==> src/rtl/instr_prefetch_if.sv <==
// Fetch-side bus bundle: instruction memory request/response, core instruction
// handshake and redirect. master = prefetch unit, slave = memory/core environment.
interface instr_prefetch_if;
   logic        imem_req_valid;
   logic        imem_req_ready;
   logic [31:0] imem_req_addr;
   logic        imem_rsp_valid;
   logic [31:0] imem_rsp_data;
   logic        instr_valid;
   logic        instr_ready;
   logic [31:0] instr;
   logic [31:0] instr_pc;
   logic        redirect_valid;
   logic [31:0] redirect_pc;

   modport master (
      output imem_req_valid, imem_req_addr,
      input  imem_req_ready, imem_rsp_valid, imem_rsp_data,
      output instr_valid, instr, instr_pc,
      input  instr_ready, redirect_valid, redirect_pc
   );

   modport slave (
      input  imem_req_valid, imem_req_addr,
      output imem_req_ready, imem_rsp_valid, imem_rsp_data,
      input  instr_valid, instr, instr_pc,
      output instr_ready, redirect_valid, redirect_pc
   );
endinterface

==> src/rtl/instr_prefetch.sv <==
// Instruction prefetch: credit-limited fetch, in-order response FIFO, redirect flush.
// Define PREFETCH_BYPASS_EN to present a response straight to the core when the FIFO is empty.
module instr_prefetch #(
   parameter int          DEPTH    = 4,
   parameter logic [31:0] RESET_PC = 32'h0
) (
   input logic              clk,
   input logic              rst,
   instr_prefetch_if.master bus
);
   localparam int PW = $clog2(DEPTH);
   localparam int CW = PW + 1;

   typedef enum logic {RUN, DRAIN} state_t;

   state_t        state_q, state_d;
   logic [CW-1:0] occ_q, occ_d;
   logic [CW-1:0] outst_q, outst_d;
   logic [CW-1:0] discard_q, discard_d;
   logic [PW-1:0] wr_ptr_q, wr_ptr_d;
   logic [PW-1:0] rd_ptr_q, rd_ptr_d;
   logic [31:0]   fetch_pc_q, fetch_pc_d;
   logic [31:0]   rsp_pc_q, rsp_pc_d;
   logic [31:0]   data_q [DEPTH];
   logic [31:0]   pc_q [DEPTH];

   logic [CW:0]   used;
   logic          fifo_valid;
   logic          req_fire;
   logic          rsp_ok;
   logic          keep;
   logic          push;
   logic          pop;
   logic          bypass;

   // Credit covers buffered words plus every accepted request, including ones to be discarded.
   assign used       = {1'b0, occ_q} + {1'b0, outst_q};
   assign fifo_valid = (occ_q != '0);
   assign rsp_ok     = bus.imem_rsp_valid && (outst_q != '0);
   assign keep       = rsp_ok && (state_q == RUN) && !bus.redirect_valid;

   assign bus.imem_req_valid = !rst && (used < (CW+1)'(DEPTH)) && !bus.redirect_valid;
   assign bus.imem_req_addr  = fetch_pc_q;
   assign req_fire           = bus.imem_req_valid && bus.imem_req_ready;

`ifdef PREFETCH_BYPASS_EN
   assign bypass = !fifo_valid && keep;
`else
   assign bypass = 1'b0;
`endif

   assign bus.instr_valid = fifo_valid || bypass;
   assign bus.instr       = fifo_valid ? data_q[rd_ptr_q] : (bypass ? bus.imem_rsp_data : 32'h0);
   assign bus.instr_pc    = fifo_valid ? pc_q[rd_ptr_q]   : (bypass ? rsp_pc_q : 32'h0);

   assign pop  = fifo_valid && bus.instr_ready;
   // A bypassed word taken by the core in the same cycle never enters the FIFO.
   assign push = keep && !(bypass && bus.instr_ready);

   always_comb begin
      outst_d    = outst_q + CW'(req_fire) - CW'(rsp_ok);
      occ_d      = occ_q + CW'(push) - CW'(pop);
      wr_ptr_d   = wr_ptr_q + PW'(push);
      rd_ptr_d   = rd_ptr_q + PW'(pop);
      fetch_pc_d = fetch_pc_q + 32'(req_fire);
      rsp_pc_d   = rsp_pc_q + 32'(keep);
      discard_d  = discard_q;
      if (rsp_ok && (state_q == DRAIN)) begin
         discard_d = discard_q - CW'(1);
      end
      if (bus.redirect_valid) begin
         occ_d      = '0;
         wr_ptr_d   = '0;
         rd_ptr_d   = '0;
         fetch_pc_d = bus.redirect_pc;
         rsp_pc_d   = bus.redirect_pc;
         discard_d  = outst_d;
      end
      state_d = (discard_d != '0) ? DRAIN : RUN;
   end

   always_ff @(posedge clk or posedge rst) begin
      if (rst) begin
         state_q    <= RUN;
         occ_q      <= '0;
         outst_q    <= '0;
         discard_q  <= '0;
         wr_ptr_q   <= '0;
         rd_ptr_q   <= '0;
         fetch_pc_q <= RESET_PC;
         rsp_pc_q   <= RESET_PC;
      end else begin
         state_q    <= state_d;
         occ_q      <= occ_d;
         outst_q    <= outst_d;
         discard_q  <= discard_d;
         wr_ptr_q   <= wr_ptr_d;
         rd_ptr_q   <= rd_ptr_d;
         fetch_pc_q <= fetch_pc_d;
         rsp_pc_q   <= rsp_pc_d;
      end
   end

   // Payload storage needs no reset: occupancy gates everything read from it.
   always_ff @(posedge clk) begin
      if (push) begin
         data_q[wr_ptr_q] <= bus.imem_rsp_data;
         pc_q[wr_ptr_q]   <= rsp_pc_q;
      end
   end
endmodule

==> src/flat_wrapper.sv <==
// flat-port wrapper written by rule: the top's interface ports become plain ports
module instr_prefetch_flat 
#(
   parameter int          DEPTH    = 4,
   parameter logic [31:0] RESET_PC = 32'h0
)
  (clk, rst, bus_imem_req_valid, bus_imem_req_addr, bus_imem_req_ready, bus_imem_rsp_valid, bus_imem_rsp_data, bus_instr_valid, bus_instr, bus_instr_pc, bus_instr_ready, bus_redirect_valid, bus_redirect_pc);
  instr_prefetch_if bus_i ();
  input logic clk;
  input logic rst;
  output wire logic [$bits(bus_i.imem_req_valid)-1:0] bus_imem_req_valid;
  output wire logic [$bits(bus_i.imem_req_addr)-1:0] bus_imem_req_addr;
  input wire logic [$bits(bus_i.imem_req_ready)-1:0] bus_imem_req_ready;
  input wire logic [$bits(bus_i.imem_rsp_valid)-1:0] bus_imem_rsp_valid;
  input wire logic [$bits(bus_i.imem_rsp_data)-1:0] bus_imem_rsp_data;
  output wire logic [$bits(bus_i.instr_valid)-1:0] bus_instr_valid;
  output wire logic [$bits(bus_i.instr)-1:0] bus_instr;
  output wire logic [$bits(bus_i.instr_pc)-1:0] bus_instr_pc;
  input wire logic [$bits(bus_i.instr_ready)-1:0] bus_instr_ready;
  input wire logic [$bits(bus_i.redirect_valid)-1:0] bus_redirect_valid;
  input wire logic [$bits(bus_i.redirect_pc)-1:0] bus_redirect_pc;
  assign bus_imem_req_valid = bus_i.imem_req_valid;
  assign bus_imem_req_addr = bus_i.imem_req_addr;
  assign bus_i.imem_req_ready = bus_imem_req_ready;
  assign bus_i.imem_rsp_valid = bus_imem_rsp_valid;
  assign bus_i.imem_rsp_data = bus_imem_rsp_data;
  assign bus_instr_valid = bus_i.instr_valid;
  assign bus_instr = bus_i.instr;
  assign bus_instr_pc = bus_i.instr_pc;
  assign bus_i.instr_ready = bus_instr_ready;
  assign bus_i.redirect_valid = bus_redirect_valid;
  assign bus_i.redirect_pc = bus_redirect_pc;
  instr_prefetch #(.DEPTH(DEPTH), .RESET_PC(RESET_PC)) u_core (.clk(clk), .rst(rst), .bus(bus_i));
endmodule
==> config.mk <==
export PLATFORM = sky130hd
export DESIGN_NAME = instr_prefetch_flat
export DESIGN_NICKNAME = d
export VERILOG_FILES = /design/src/rtl/instr_prefetch_if.sv /design/src/rtl/instr_prefetch.sv /design/src/flat_wrapper.sv
export SDC_FILE = /design/constraint.sdc
export NUM_CORES = 1
export LEC_CHECK = 0
export ABC_AREA = 1
export CAP_MARGIN = 20
export CORE_UTILIZATION = 50
export CTS_CLUSTER_SIZE = 40
export DETAILED_ROUTE_END_ITERATION = 8
export PLACE_DENSITY = 0.74
export REMOVE_ABC_BUFFERS = 1
export SLEW_MARGIN = 10
export SYNTH_ARGS = -nofsm -noshare
export SYNTH_HDL_FRONTEND = slang
export SYNTH_SLANG_ARGS = --single-unit
==> constraint.sdc <==
create_clock -name clk -period 7.6 [get_ports clk]
set_input_delay 1.14 -clock clk [delete_from_list [all_inputs] [get_ports clk]]
set_output_delay 1.14 -clock clk [all_outputs]
set_load 0.01 [all_outputs]
; ---- Yosys cells after proc, flatten, opt, wreduce, memory -nomap -nowiden
; Memories as Yosys holds them, arrays and structs flattened.
; Index checks and enable logic that the tools add are counted.
[word_totals]
wordCells = 47
reg_bits = 78
mem_count = 2
ramBits = 256
[memory_table]
columns = name, depth, width, rd, rd_clocked_by_memory_dff, wr, line
row1 = u_core.data_q, 4, 32, 1, 0, 1, instr_prefetch.sv:24  ; logic [31:0] data_q [DEPTH];
row2 = u_core.pc_q, 4, 32, 1, 0, 1, instr_prefetch.sv:25  ; logic [31:0] pc_q [DEPTH];
[op_classes]
magnitude_cmp = 1
bitwise = 1
reduce_logical = 13
add_sub_neg = 10
mux = 12
[ops]
columns = operator, n
row1 = 2-to-1 mux 32 bit, 4
row2 = adder 32 x 1 -> 32 bit, 2
row3 = 2-to-1 mux 3 bit, 3
row4 = nonzero test 3 bit, 3
row5 = logical AND 1 bit, 8
row6 = adder 3 x 1 -> 3 bit, 2
row7 = subtractor 3 x 1 -> 3 bit, 2
row8 = adder 2 x 1 -> 2 bit, 2
row9 = adder 3 x 3 -> 4 bit, 1
row10 = "< comparator 4 x 3 -> 1 bit, second input constant", 1
row11 = 2-to-1 mux 2 bit, 2
row12 = 2-to-1 mux 1 bit, 3
row13 = "subtractor 3 x 1 -> 3 bit, second input constant", 1
row14 = zero test 1 bit, 2
row15 = inverter 1 bit, 1

; ---- Longest topological paths before layout
; Gate-level depths: netlist (run 1).
[depth]
word_depth = 10
depth_mapped = 16
mapped_depth_nobuf = 16

; ---- Least setup slack after synthesis (run 1)
; OpenSTA, ideal clock, no wires.
[synth_path]
path_type = input -> register
start = input bus_redirect_valid
end = memory u_core.data_q[0][0], enable pin
t_required_ns = 7.035
setup_slack_ns = 0.980
path_buffers = 1
t_arrival_ns = 6.055
cell_stages = 4
setup_ns = 0.565
path_cell_list = inv_2 clkbuf_1 nand3_1 nor3_1
[synth_between]
elab_chain_cells = 4
[synth_lines]
columns = element, line
row1 = start: declaration, flat_wrapper.sv:20  ; input wire logic [$bits(bus_i.redirect_valid)-1:0] bus_redirect_valid;
row2 = zero test 1 bit, instr_prefetch.sv:40  ; assign keep = rsp_ok && (state_q == RUN) && !bus.redirect_valid;
row3 = logical AND 1 bit, instr_prefetch.sv:40
row4 = 2-to-1 mux 1 bit, instr_prefetch.sv:106  ; if (push) begin
row5 = 2-to-1 mux 1 bit (not written as such), instr_prefetch.sv:107  ; data_q[wr_ptr_q] <= bus.imem_rsp_data;
row6 = end: declaration, instr_prefetch.sv:24
; No other way between the ends.

; ---- Final worst setup path (run 1)
[layout_path]
start = register u_core.rd_ptr_q[0]
end = output bus_instr_pc[13]
[layout_between]
elab_chain_cells = 2
[layout_lines]
columns = element, line
row1 = start: declaration, instr_prefetch.sv:21  ; logic [PW-1:0] rd_ptr_q, rd_ptr_d;
row2 = start signal: assignment, instr_prefetch.sv:98  ; rd_ptr_q <= rd_ptr_d;
row3 = memory (4 x 32 bit), n/a
row4 = 2-to-1 mux 32 bit, instr_prefetch.sv:54  ; assign bus.instr_pc = fifo_valid ? pc_q[rd_ptr_q] : (bypass ? rsp_pc_q : 32'h0);
row5 = end: declaration, flat_wrapper.sv:18  ; output wire logic [$bits(bus_i.instr_pc)-1:0] bus_instr_pc;
; No other way between the ends.

==> results of run 1 <==
final timing paths:
check                                               from                                endpoint  slack (ns)  cells after the start
min                        u_core.rsp_pc_q[31]$_DFF_PP0_            u_core.pc_q[3][31]$_DFFE_PP_        0.56                      0
min reg2reg                u_core.rsp_pc_q[31]$_DFF_PP0_            u_core.pc_q[3][31]$_DFFE_PP_        0.56                      0
min in group asynchronous                            rst   u_core.bus.imem_req_addr[4]$_DFF_PP0_        1.01                      3
max in group asynchronous                            rst  u_core.bus.imem_req_addr[31]$_DFF_PP0_        5.99                      4
max                         u_core.rd_ptr_q[0]$_DFF_PP0_                        bus_instr_pc[13]        2.93                      5
max reg2reg                  u_core.outst_q[1]$_DFF_PP0_           u_core.rsp_pc_q[30]$_DFF_PP0_        4.82                     15
area by class of cell:
type	instances	area, sq um	area share
clock buffer	42	945	0.0524
timing repair buffer	180	1790	0.0993
inverter	92	345	0.0192
clock inverter	21	174	0.00965
sequential	334	9640	0.535
tap	384	480	0.0267
multi-input combinational	1020	4640	0.257
power groups by stage:
stage          registers (mW)  logic (mW)  clock network, mW
2_1_floorplan            2.25       0.824                  0
3_3_place_gp             2.24        1.67                  0
3_5_place_dp             2.25        1.71                  0
4_1_cts                  2.21        1.72               1.69
5_1_grt                  2.23        1.89               1.75
6_report                 2.22        1.70               1.66
flip-flops by register name, indices dropped and copies added, names as in the netlist:
| signal | flops |
|---|---|
| u_core.occ_q | 3 |
| u_core.rsp_pc_q | 32 |
| u_core.discard_q | 3 |
| u_core.data_q | 128 |
| u_core.state_q | 1 |
| u_core.wr_ptr_q | 2 |
| u_core.bus.imem_req_addr | 32 |
| u_core.pc_q | 128 |
| u_core.outst_q | 3 |
| u_core.rd_ptr_q | 2 |
cells in the mapped netlist, drive strengths merged:
cell type    n  area share
ha          13       0.011
o2bb2ai      1     0.00059
nand3b       2      0.0010
dfrtp       78        0.13
nor4         1     0.00042
o21ai      158       0.053
a21oi       78       0.026
or2          4      0.0017
nor2       368       0.099
buf         34       0.011
o22ai        3      0.0013
fa           2      0.0027
o21bai       5      0.0025
xnor2        1     0.00059
clkbuf      26      0.0066
nand2      303       0.078
a21boi       1     0.00051
and2         1     0.00042
nand4        3      0.0013
xor2        14      0.0083
nor3         6      0.0020
nand3       56       0.019
edfxtp     256        0.52
inv         92       0.023
cells in the final DEF (no fill, tap or decap), types with 5 or more instances in the layout:
cell type / synthesis / final
buf_4: 0 / 12
dfrtp_1: 78 / 76
edfxtp_1: 256 / 256
clkinv_2: 0 / 10
o21ai_1: 6 / 6
ha_1: 13 / 13
a21oi_1: 78 / 78
clkbuf_16: 0 / 37
o21ai_0: 152 / 152
nor2_2: 5 / 5
clkdlybuf4s50_1: 0 / 167
clkbuf_1: 26 / 5
clkinv_1: 0 / 7
inv_1: 89 / 88
nor2_4: 11 / 12
nand2_1: 297 / 297
xor2_1: 14 / 14
nand3_1: 56 / 56
nor2_1: 352 / 351
o21bai_1: 5 / 5
per-layer routing:
| metal | track usage | part of all wire | up-vias |
|---|---|---|---|
| li1 | - | - | 5345 |
| met1 | 0.329 | 0.45 | 5280 |
| met2 | 0.375 | 0.47 | 409 |
| met3 | 0.0378 | 0.072 | 47 |
| met4 | 0.0552 | 0.016 | 0 |
| met5 | 0 | 0 | - |
per-stage QoR:
step	utilization	cell area [sq um]	hold slack (ns)	setup slack (ns)
after floorplan	-	14600	0.482	0.683
after global placement	0.583	16900	0.545	3.52
after detailed placement	0.583	16900	0.555	3.46
after CTS	0.622	18000	0.572	2.89
after global routing	0.623	18000	0.589	2.64
final	0.623	18000	0.560	2.93
kinds of logic after synthesis:
family	Yosys count	share of synthesized area
AO/OA/AOI/OAI	246	0.0844
XOR/XNOR	15	0.00885
adder cells (fa/ha/maj)	15	0.0136
buffers and inverters	152	0.0408
flip-flops	334	0.649
AND/OR/NAND/NOR	744	0.203
==> results.toml, run 1 <==
[power]
swShare = 0.317
pwr-share-seq = 0.397
p_sw_mw = 1.77
p_int_mw = 3.81
fin_total_pwr_mw = 5.58
combPwrFrac = 0.305
power_per_cell_area_mw_per_mm2 = 310
leakage_nw = 6.86
pwr-share-clk = 0.298
irDropWorstVdd_mv = 0.267

[clock_tree]
post_cts_buffers = 0
insertion_delay_ns = 0.51
clockBufferDepth = 3
root_buffer = "clkbuf_16"
cts_tree = "yes"
clk_pin_slew_ns = 0.06
post_cts_resized = 0
numCtsBuffers = 35
cts_hold_buf = 0
htreeDepth = 2
clkSinkCount = 334

[global_route]
grt_pass1_wl_um = 55600
antenna_found_initial = 0
grt_max_degree = 113
grt.overflow.total = 0
grt_usage = 0.232
grt_pass1_vias = 10800

[timing]
slew_violations = 0
setup_violations = 0
finClkSkew_ns = 0.0165
max_freq_mhz = 214
rsz0062_at_grt = "no"
fin_crit_ns = 4.67
hold_viol_final = 0
fin_setup_tns_ns = 0
finalCritPeriodShare = 0.614
relSlewSlack = 0.334
worst_pin_slew_ns = 0.999

[detailed_routing]
avgRoutedWirePerCell_um = 16.7
drt.antenna.violating_nets = 0
vias = 11100
vias_per_cell = 5.35
dr.first_iter.drc_count = 995
firstDrtPassIters = 7
drc = 0
wl_um = 34700

[critical_path]
critPathKind = "register to output pin"
worstPathRequired_ns = 6.46
worstPathMaxFanout = 112
arrival_ns = 3.53
slowest_delay_ns = 0.81
crit_buf_inv = 3
cp_slowest_cell = "buf_4"
cp-start-kind = "register"
cp_cell_sequence = "inv_2 -> buf_4 -> o21ai_0 -> a21oi_1 -> clkdlybuf4s50_1"
crit_family = "buffers and inverters"
crit_path_end_kind = "output pin"

[flow_run]
cap_viol_max_count = 0

[floorplanning]
die-height_um = 174
start_util = 0.513
rows = 62
die_area_sq_mm = 0.0304
die_w_um = 174
pin_count = 168
core_sq_mm = 0.0289

[layout]
fillers = 2330
instances_no_fill = 2073
syn_to_final_growth_pct = 21.3
nNetsFinal = 1748
insertedDiodeCount = 0
drive_above_1_share = 0.0598

[logic_synthesis]
ys_ff_latch = 334
synth-seq-area-share = 0.649
synthDistinctLibCells = 31
synth_area_per_cell_sq_um = 9.86
yosysWarningCount = 0
syn_inst = 1506
syn-cell-area_sq_mm = 0.0149

[worst_hold_path]
hold_class = "register to register"

[placement]
post-dp-hpwl_um = 21000
gp_congestion = 0.866
numPortBuffers = 167
dp.cells = 2009

[status]
status = "completed"
No activity file was read; power rests on OpenSTA's default activity.
==> inputs of run 2 (changes only) <==
--- a/config.mk
+++ b/config.mk
@@ -10,7 +10,7 @@
 export CORE_UTILIZATION = 50
 export CTS_CLUSTER_SIZE = 40
 export DETAILED_ROUTE_END_ITERATION = 8
-export PLACE_DENSITY = 0.74
+export PLACE_DENSITY = 0.77
 export REMOVE_ABC_BUFFERS = 1
 export SLEW_MARGIN = 10
 export SYNTH_ARGS = -nofsm -noshare
==> constraint.sdc (replaced) <==
create_clock -name clk -period 3.9 [get_ports clk]
set_input_delay 0.585 -clock clk [delete_from_list [all_inputs] [get_ports clk]]
set_output_delay 0.585 -clock clk [all_outputs]
set_load 0.01 [all_outputs]
==> results.toml, run 2 (synthesis gave the netlist of run 1 again) <==
[global_route]
grt_pass1_wl_um = 56000
use_met3 = 0.0302
grtUsageMet2 = 0.386
grt_usage = 0.235
grt_max_degree = 89
grt_pass1_vias = 10900
gr-usage-met1 = 0.323
antenna_found_initial = 0
busiest_layer = "met2"
grt.overflow.total = 0

[floorplanning]
start_util = 0.513
die_area_sq_mm = 0.0304
die_w_um = 174
rows = 62
pin_count = 168
core_sq_mm = 0.0289
die-height_um = 174

[placement]
placed_cell_area_sq_mm = 0.0170
numPortBuffers = 167
pre_cts_slack_ns = 0.581
post-dp-hpwl_um = 22200
gp_congestion = 0.901

[critical_path]
cp-start-kind = "register"
crit_path_end_kind = "output pin"
worstPathRequired_ns = 3.31
arrival_ns = 2.79
critPathKind = "register to output pin"
worstPathMaxFanout = 36
cp_slowest_cell = "dfrtp_4"
cp_common_cell = "nor2_1"
slowest_delay_ns = 0.70
cp_cell_sequence = "buf_4 -> nor2_1 -> nor2_1 -> o21ai_0 -> a21oi_1 -> clkdlybuf4s50_1"

[clock_tree]
htreeDepth = 2
cts_hold_buf = 0
insertion_delay_ns = 0.52
clockBufferDepth = 3
cts_tree = "yes"
post_cts_buffers = 0
numCtsBuffers = 34
root_buffer = "clkbuf_16"
post_cts_resized = 0
clk_pin_slew_ns = 0.06
clkSinkCount = 334

[detailed_routing]
wl_um = 35200
dr.first_iter.drc_count = 1064
vias_per_cell = 5.38
drc = 0
firstDrtPassIters = 5
vias = 11200
drt.antenna.violating_nets = 0
avgRoutedWirePerCell_um = 17.0

[timing]
fin_crit_ns = 3.38
finClkSkew_ns = 0.0195
finalCritPeriodShare = 0.866
fin_setup_tns_ns = 0
slew_violations = 0
hold_viol_final = 0
setup_slack_ns = 0.521
relSlewSlack = 0.422
hold_slack_ns = 0.538
rsz0062_at_grt = "no"
worst_pin_slew_ns = 0.866
max_freq_mhz = 296
setup_violations = 0

[layout]
drive_above_1_share = 0.0592
reg.largest.list = "u_core.data_q (128), u_core.pc_q (128)"
fillers = 2239
final_cell_mix = "nor2_1, nand2_1, edfxtp_1"
regArea_sq_mm = 0.00964
layout_commonest_cell = "nor2_1"
multi_input_area_sq_mm = 0.00464
nNetsFinal = 1753
utilization = 0.625
postLayoutCellArea_sq_mm = 0.0181
insertedDiodeCount = 0
syn_to_final_growth_pct = 21.8

[flow_run]
cap_viol_max_count = 0

[worst_hold_path]
hold_class = "register to register"

[power]
irDropWorstVdd_mv = 0.340
power_per_cell_area_mw_per_mm2 = 607
leakage_nw = 6.88

[status]
status = "completed"
[run 2: cell types whose count changed in the layout (fill, tap and decap cells not counted)]
| cell | delta |
|---|---|
| clkinv_2 | -9 |
| buf_12 | +6 |
| clkbuf_1 | +3 |
| clkbuf_16 | -2 |
| clkinv_8 | +2 |
| buf_16 | -1 |
| buf_4 | +1 |
| bufinv_16 | +1 |
| clkinv_1 | -1 |
| clkinv_4 | +1 |
[run 2: where the power goes]
part	internal (mW)	total (mW)	switching, mW
clock	1.92	3.21	1.30
sequential	4.04	4.28	0.244
combinational	1.56	3.48	1.92
[run 2: per-stage QoR]
stage,power [mW],std cells
after floorplan,5.99,1446
after detailed placement,7.85,2016
after global routing,11.5,2074
after CTS,11.1,2074
final,11.0,2074
after global placement,7.77,2016
[run 2: area by class of cell]
| class | count | area share |
|---|---|---|
| clock buffer | 43 | 0.0501 |
| clock inverter | 15 | 0.0109 |
| inverter | 92 | 0.0191 |
| multi-input combinational | 1020 | 0.256 |
| sequential | 334 | 0.533 |
| tap | 384 | 0.0265 |
| timing repair buffer | 186 | 0.104 |
[run 2: layer usage]
| layer | vias up | routed length [um] | share of wire |
|---|---|---|---|
| li1 | 5338 | - | - |
| met2 | 449 | 16600 | 0.47 |
| met1 | 5300 | 15300 | 0.43 |
| met3 | 67 | 2370 | 0.067 |
| met4 | 0 | 925 | 0.026 |
| met5 | - | 0 | 0 |
[run 2: worst max-delay path, delay by kind of cell (launching register included)]
kind	cells	cell delay, ns
AO/OA/AOI/OAI	2	0.39
AND/OR/NAND/NOR	2	0.17
flip-flops	1	0.70
buffers and inverters	2	1.00
[run 2: worst paths after layout]
path	startpoint	end	slack (ns)	cells past startpoint
setup reg to reg	u_core.outst_q[1]$_DFF_PP0_	u_core.rsp_pc_q[12]$_DFF_PP0_	1.15	13
setup / recovery	u_core.rd_ptr_q[0]$_DFF_PP0_	bus_instr_pc[28]	0.52	6
hold / removal	u_core.rsp_pc_q[31]$_DFF_PP0_	u_core.pc_q[0][31]$_DFFE_PP_	0.54	0
min in group asynchronous	rst	u_core.bus.imem_req_addr[6]$_DFF_PP0_	0.57	2
hold reg to reg	u_core.rsp_pc_q[31]$_DFF_PP0_	u_core.pc_q[0][31]$_DFFE_PP_	0.54	0
max in group asynchronous	rst	u_core.rd_ptr_q[0]$_DFF_PP0_	2.62	3
==> inputs of run 3 (changes only) <==
--- a/config.mk
+++ b/config.mk
@@ -16,3 +16,4 @@
 export SYNTH_ARGS = -nofsm -noshare
 export SYNTH_HDL_FRONTEND = slang
 export SYNTH_SLANG_ARGS = --single-unit
+export TNS_END_PERCENT = 20
==> constraint.sdc (replaced) <==
create_clock -name clk -period 3.9 [get_ports clk]
set_input_delay 0.78 -clock clk [delete_from_list [all_inputs] [get_ports clk]]
set_output_delay 0.78 -clock clk [all_outputs]
set_load 0.01 [all_outputs]
==> results.toml, run 3 (synthesis gave the netlist of run 1 again) <==
[timing]
max_freq_mhz = 285
finClkSkew_ns = 0.00977
setup_violations = 0
slew_violations = 0
rsz0062_at_grt = "no"
fin_crit_ns = 3.51
worst_pin_slew_ns = 0.877
finalCritPeriodShare = 0.901
fin_setup_tns_ns = 0
hold_viol_final = 0
relSlewSlack = 0.416

[critical_path]
critPathKind = "register to output pin"
crit_buf_inv = 2
cp-start-kind = "register"
cp_cell_sequence = "buf_4 -> nor2_1 -> nor2_1 -> o21ai_0 -> a21oi_1 -> clkdlybuf4s50_1"
crit_path_end_kind = "output pin"
worstPathMaxFanout = 52
slowest_delay_ns = 0.57
cp_common_cell = "nor2_1"
cp_slowest_cell = "clkdlybuf4s50_1"
reg2reg_setup_slack_ns = 1.18
worstPathRequired_ns = 3.12
arrival_ns = 2.73
crit_family = "buffers and inverters"

[placement]
dp.cells = 2020
post-dp-hpwl_um = 22800
gp_congestion = 0.931
numPortBuffers = 167

[detailed_routing]
avgRoutedWirePerCell_um = 17.3
vias_per_cell = 5.37
dr.first_iter.drc_count = 847
vias = 11200
firstDrtPassIters = 8
drc = 0
drt.antenna.violating_nets = 0
wl_um = 35900

[floorplanning]
start_util = 0.513
die_w_um = 174
rows = 62
pin_count = 168
die_area_sq_mm = 0.0304
die-height_um = 174
core_sq_mm = 0.0289

[clock_tree]
numCtsBuffers = 35
post_cts_buffers = 0
clkSinkCount = 334
cts_hold_buf = 0
root_buffer = "clkbuf_16"
post_cts_resized = 0
insertion_delay_ns = 0.50
cts_tree = "yes"
clockBufferDepth = 3
clk_pin_slew_ns = 0.06
htreeDepth = 2

[global_route]
grt_usage = 0.238
antenna_found_initial = 0
grt_pass1_wl_um = 56800
grt_pass1_vias = 11000
grt_max_degree = 71
grt.overflow.total = 0

[layout]
instances_no_fill = 2081
final_cell_mix = "nor2_1, nand2_1, edfxtp_1"
insertedDiodeCount = 0
fillers = 2268
syn_to_final_growth_pct = 22.5
reg.largest.list = "u_core.data_q (128), u_core.pc_q (128)"
nNetsFinal = 1758
layout_commonest_cell = "nor2_1"
drive_above_1_share = 0.0654

[power]
leakage_nw = 6.95
power_per_cell_area_mw_per_mm2 = 619
irDropWorstVdd_mv = 0.279

[status]
status = "completed"

[flow_run]
cap_viol_max_count = 0

[worst_hold_path]
hold_class = "register to register"
## run 3: path summary, 6_finish.rpt
kind	startpoint	endpoint	depth (start not counted)
worst max-delay path	u_core.rd_ptr_q[0]$_DFF_PP0_	bus_instr[29]	6
worst min-delay path	u_core.rsp_pc_q[31]$_DFF_PP0_	u_core.pc_q[2][31]$_DFFE_PP_	0
worst max register to register	u_core.outst_q[1]$_DFF_PP0_	u_core.bus.imem_req_addr[22]$_DFF_PP0_	14
worst min register to register	u_core.rsp_pc_q[31]$_DFF_PP0_	u_core.pc_q[2][31]$_DFFE_PP_	0
max in group asynchronous	rst	u_core.bus.imem_req_addr[27]$_DFF_PP0_	3
min in group asynchronous	rst	u_core.discard_q[1]$_DFF_PP0_	2
## run 3: power breakdown
part / internal [mW] / switching (mW) / total [mW]
registers: 4.04 / 0.217 / 4.26
logic: 1.55 / 1.98 / 3.53
clock network: 2.18 / 1.31 / 3.49
## run 3: metal layers
metal | up-vias | routed length (um) | global-route usage
met3 | 79 | 2260 | 0.0348
met1 | 5296 | 15600 | 0.321
met5 | - | 0 | 0
met2 | 451 | 17000 | 0.393
met4 | 0 | 1010 | 0.0837
li1 | 5351 | - | -
## run 3: area by class of cell
| cell class | instances | area, sq um | share of cell area |
|---|---|---|---|
| flip-flops and latches | 334 | 9640 | 0.530 |
| multi-input cells | 1020 | 4640 | 0.255 |
| repair buffers | 190 | 1880 | 0.103 |
| clock buffers | 47 | 993 | 0.0546 |
| well taps | 384 | 480 | 0.0264 |
| inverters | 92 | 345 | 0.0190 |
| clock inverters | 14 | 219 | 0.0120 |
## run 3: through the flow
| stage | utilization | hold slack, ns | instance area, sq um | power, mW | setup slack (ns) |
|---|---|---|---|---|---|
| global placement | 0.587 | 0.519 | 17000 | 7.77 | 0.636 |
| finish | 0.629 | 0.536 | 18200 | 11.3 | 0.387 |
| floorplan | - | 0.482 | 14600 | 5.99 | -2.66 |
| CTS | 0.629 | 0.539 | 18200 | 11.3 | 0.330 |
| detailed placement | 0.587 | 0.526 | 17000 | 7.84 | 0.564 |
| global route | 0.629 | 0.548 | 18200 | 11.8 | 0.195 |
==> RTL edit: new RTL, config.mk and constraints of run 1 <==
Add a define of `PREFETCH_BYPASS_EN`.
--- a/src/rtl/instr_prefetch.sv
+++ b/src/rtl/instr_prefetch.sv
@@ -1,5 +1,7 @@
 // Instruction prefetch: credit-limited fetch, in-order response FIFO, redirect flush.
 // Define PREFETCH_BYPASS_EN to present a response straight to the core when the FIFO is empty.
+`define PREFETCH_BYPASS_EN
+
 module instr_prefetch #(
    parameter int          DEPTH    = 4,
    parameter logic [31:0] RESET_PC = 32'h0
Formal check against the unedited RTL: not equivalent (a bounded check fails within 4 cycles, from zero or initial values and one cycle with rst high).
==> RTL edit against run 1 <==
- sequential cell count stayed put
- count of clock-buffer cells in the layout rose by 6
- synthesized area up 2.9%
- power up 0.46%
- sequential power down 2%
- design area up 2.3%
- routed wire length is 11% higher
- worst setup slack worse by 0.49 ns
- global-route usage up 1.8 points
- critical endpoint is now bus_instr_pc[3]
==> RTL edit: results (changes against run 1) <==
pin count of the biggest net entering global routing 108 (-4.4%); vias in the first global route 11300 (+4.7%); clk slew on worst S/H paths 0.06 ns (about the same); hold path depth 4 (+4); initial antenna violation count 0 (unchanged); RePlAce Congestion 0.905 (+4.5%); Synth area leaders edfxtp_1 50%, nand2_1 15%, dfrtp_1 13%; terminus of the critical flop-to-flop path u_core.data_q[0][19]; Hold Path Sink u_core.bus.imem_req_addr[31]; met1 Usage GRT 0.355 (+0.0263); Sw Share 0.329 (+0.0115); hold_sp u_core.bus.imem_req_addr[31]; Pre-antenna DRT Iters 5 (-2); Global Route met3 Usage 0.0395 (+0.00168); Setup Skew 0.0110 ns (-0.00550 ns); dpl hpwl 23700 µm (+13%); Setup TNS 0 ns (unchanged); Post-synth top cells 603 x nand2_1, 286 x nand3_1, 256 x edfxtp_1, 115 x nor2_1, 93 x inv_1; worst reg2reg path depth 8 (-7); first-pass GRT wire length 60100 µm (+7.9%); crit-path max FO 45 (-60%); initial drt markers 1144 (+15%); total track usage 0.250 (+0.0182); Max-slew headroom 0.349 (+0.0149); R2R Setup Slk 4.23 ns (-0.59 ns); ANT cells 0 (unchanged); Critical Path Max Stage Delay 0.64 ns (-0.17 ns); slowest CP cell clkdlybuf4s50_1; peak supply drop 0.261 mV (-2.0%); final WL 38600 µm (+11%); CTS Buf Count 35 (unchanged); GRT met2 Usage 0.400 (+0.0253); Seq/Total Area, Yosys 0.631 (-0.0182); Cell variety after synth 29 (-6.5%); status finished, final reports clean; Fillers 2426 (+4.1%)
==> RTL edit: cells by family after synthesis <==
group	synth area share
xor+xnor	0.00688
buf+inv	0.0418
simple gates	0.278
compound gates	0.0294
fa+ha+maj	0.0133
flops	0.631
==> RTL edit: worst max-delay path by stage <==
| stage | startpoint | endpoint | slack, ns |
|---|---|---|---|
| after CTS | bus_imem_rsp_valid | bus_instr_pc[3] | 2.43 |
| final | bus_imem_rsp_valid | bus_instr_pc[3] | 2.44 |
| after floorplan | bus_imem_rsp_valid | u_core.data_q[0][0] | 0.29 |
| after global placement | bus_imem_rsp_valid | bus_instr_pc[3] | 2.54 |
| after global routing | bus_imem_rsp_valid | bus_instr_pc[3] | 2.29 |
| after detailed placement | bus_imem_rsp_valid | bus_instr_pc[3] | 2.50 |
==> RTL edit: layout make-up <==
class                      count  share of cell area
sequential                   334               0.523
clock inverter                15             0.00754
timing repair buffer         184              0.0987
multi-input combinational   1136               0.273
tap                          390              0.0265
inverter                      96              0.0196
clock buffer                  48              0.0513
==> RTL edit: layer usage <==
| layer | wire (µm) | vias to the layer above |
|---|---|---|
| li1 | - | 5783 |
| met1 | 16500 | 5632 |
| met2 | 18100 | 560 |
| met3 | 3220 | 49 |
| met4 | 760 | 0 |
| met5 | 0 | - |
==> RTL edit: stage by stage <==
stage / hold slack, ns / cells / setup slack [ns] / instance area, µm²
final: 0.599 / 2203 / 2.44 / 18400
after global routing: 0.599 / 2203 / 2.29 / 18400
after CTS: 0.584 / 2202 / 2.43 / 18400
after detailed placement: 0.562 / 2139 / 2.50 / 17300
after global placement: 0.557 / 2138 / 2.54 / 17300
after floorplan: 0.497 / 1566 / 0.288 / 15000
==> RTL edit: tightest hold or removal path: cells and delay by family, from the launching register on <==
kind             cells  cell delay [ns]
flip-flops           1             0.37
AND/OR/NAND/NOR      4             0.19
==> RTL edit: power groups by stage <==
stage          Sequential, mW  Clock, mW  Combinational, mW
2_1_floorplan            2.23          0              0.928
5_1_grt                  2.19       1.72               2.00
4_1_cts                  2.18       1.64               1.81
3_5_place_dp             2.21          0               1.80
6_report                 2.18       1.62               1.81
3_3_place_gp             2.21          0               1.77
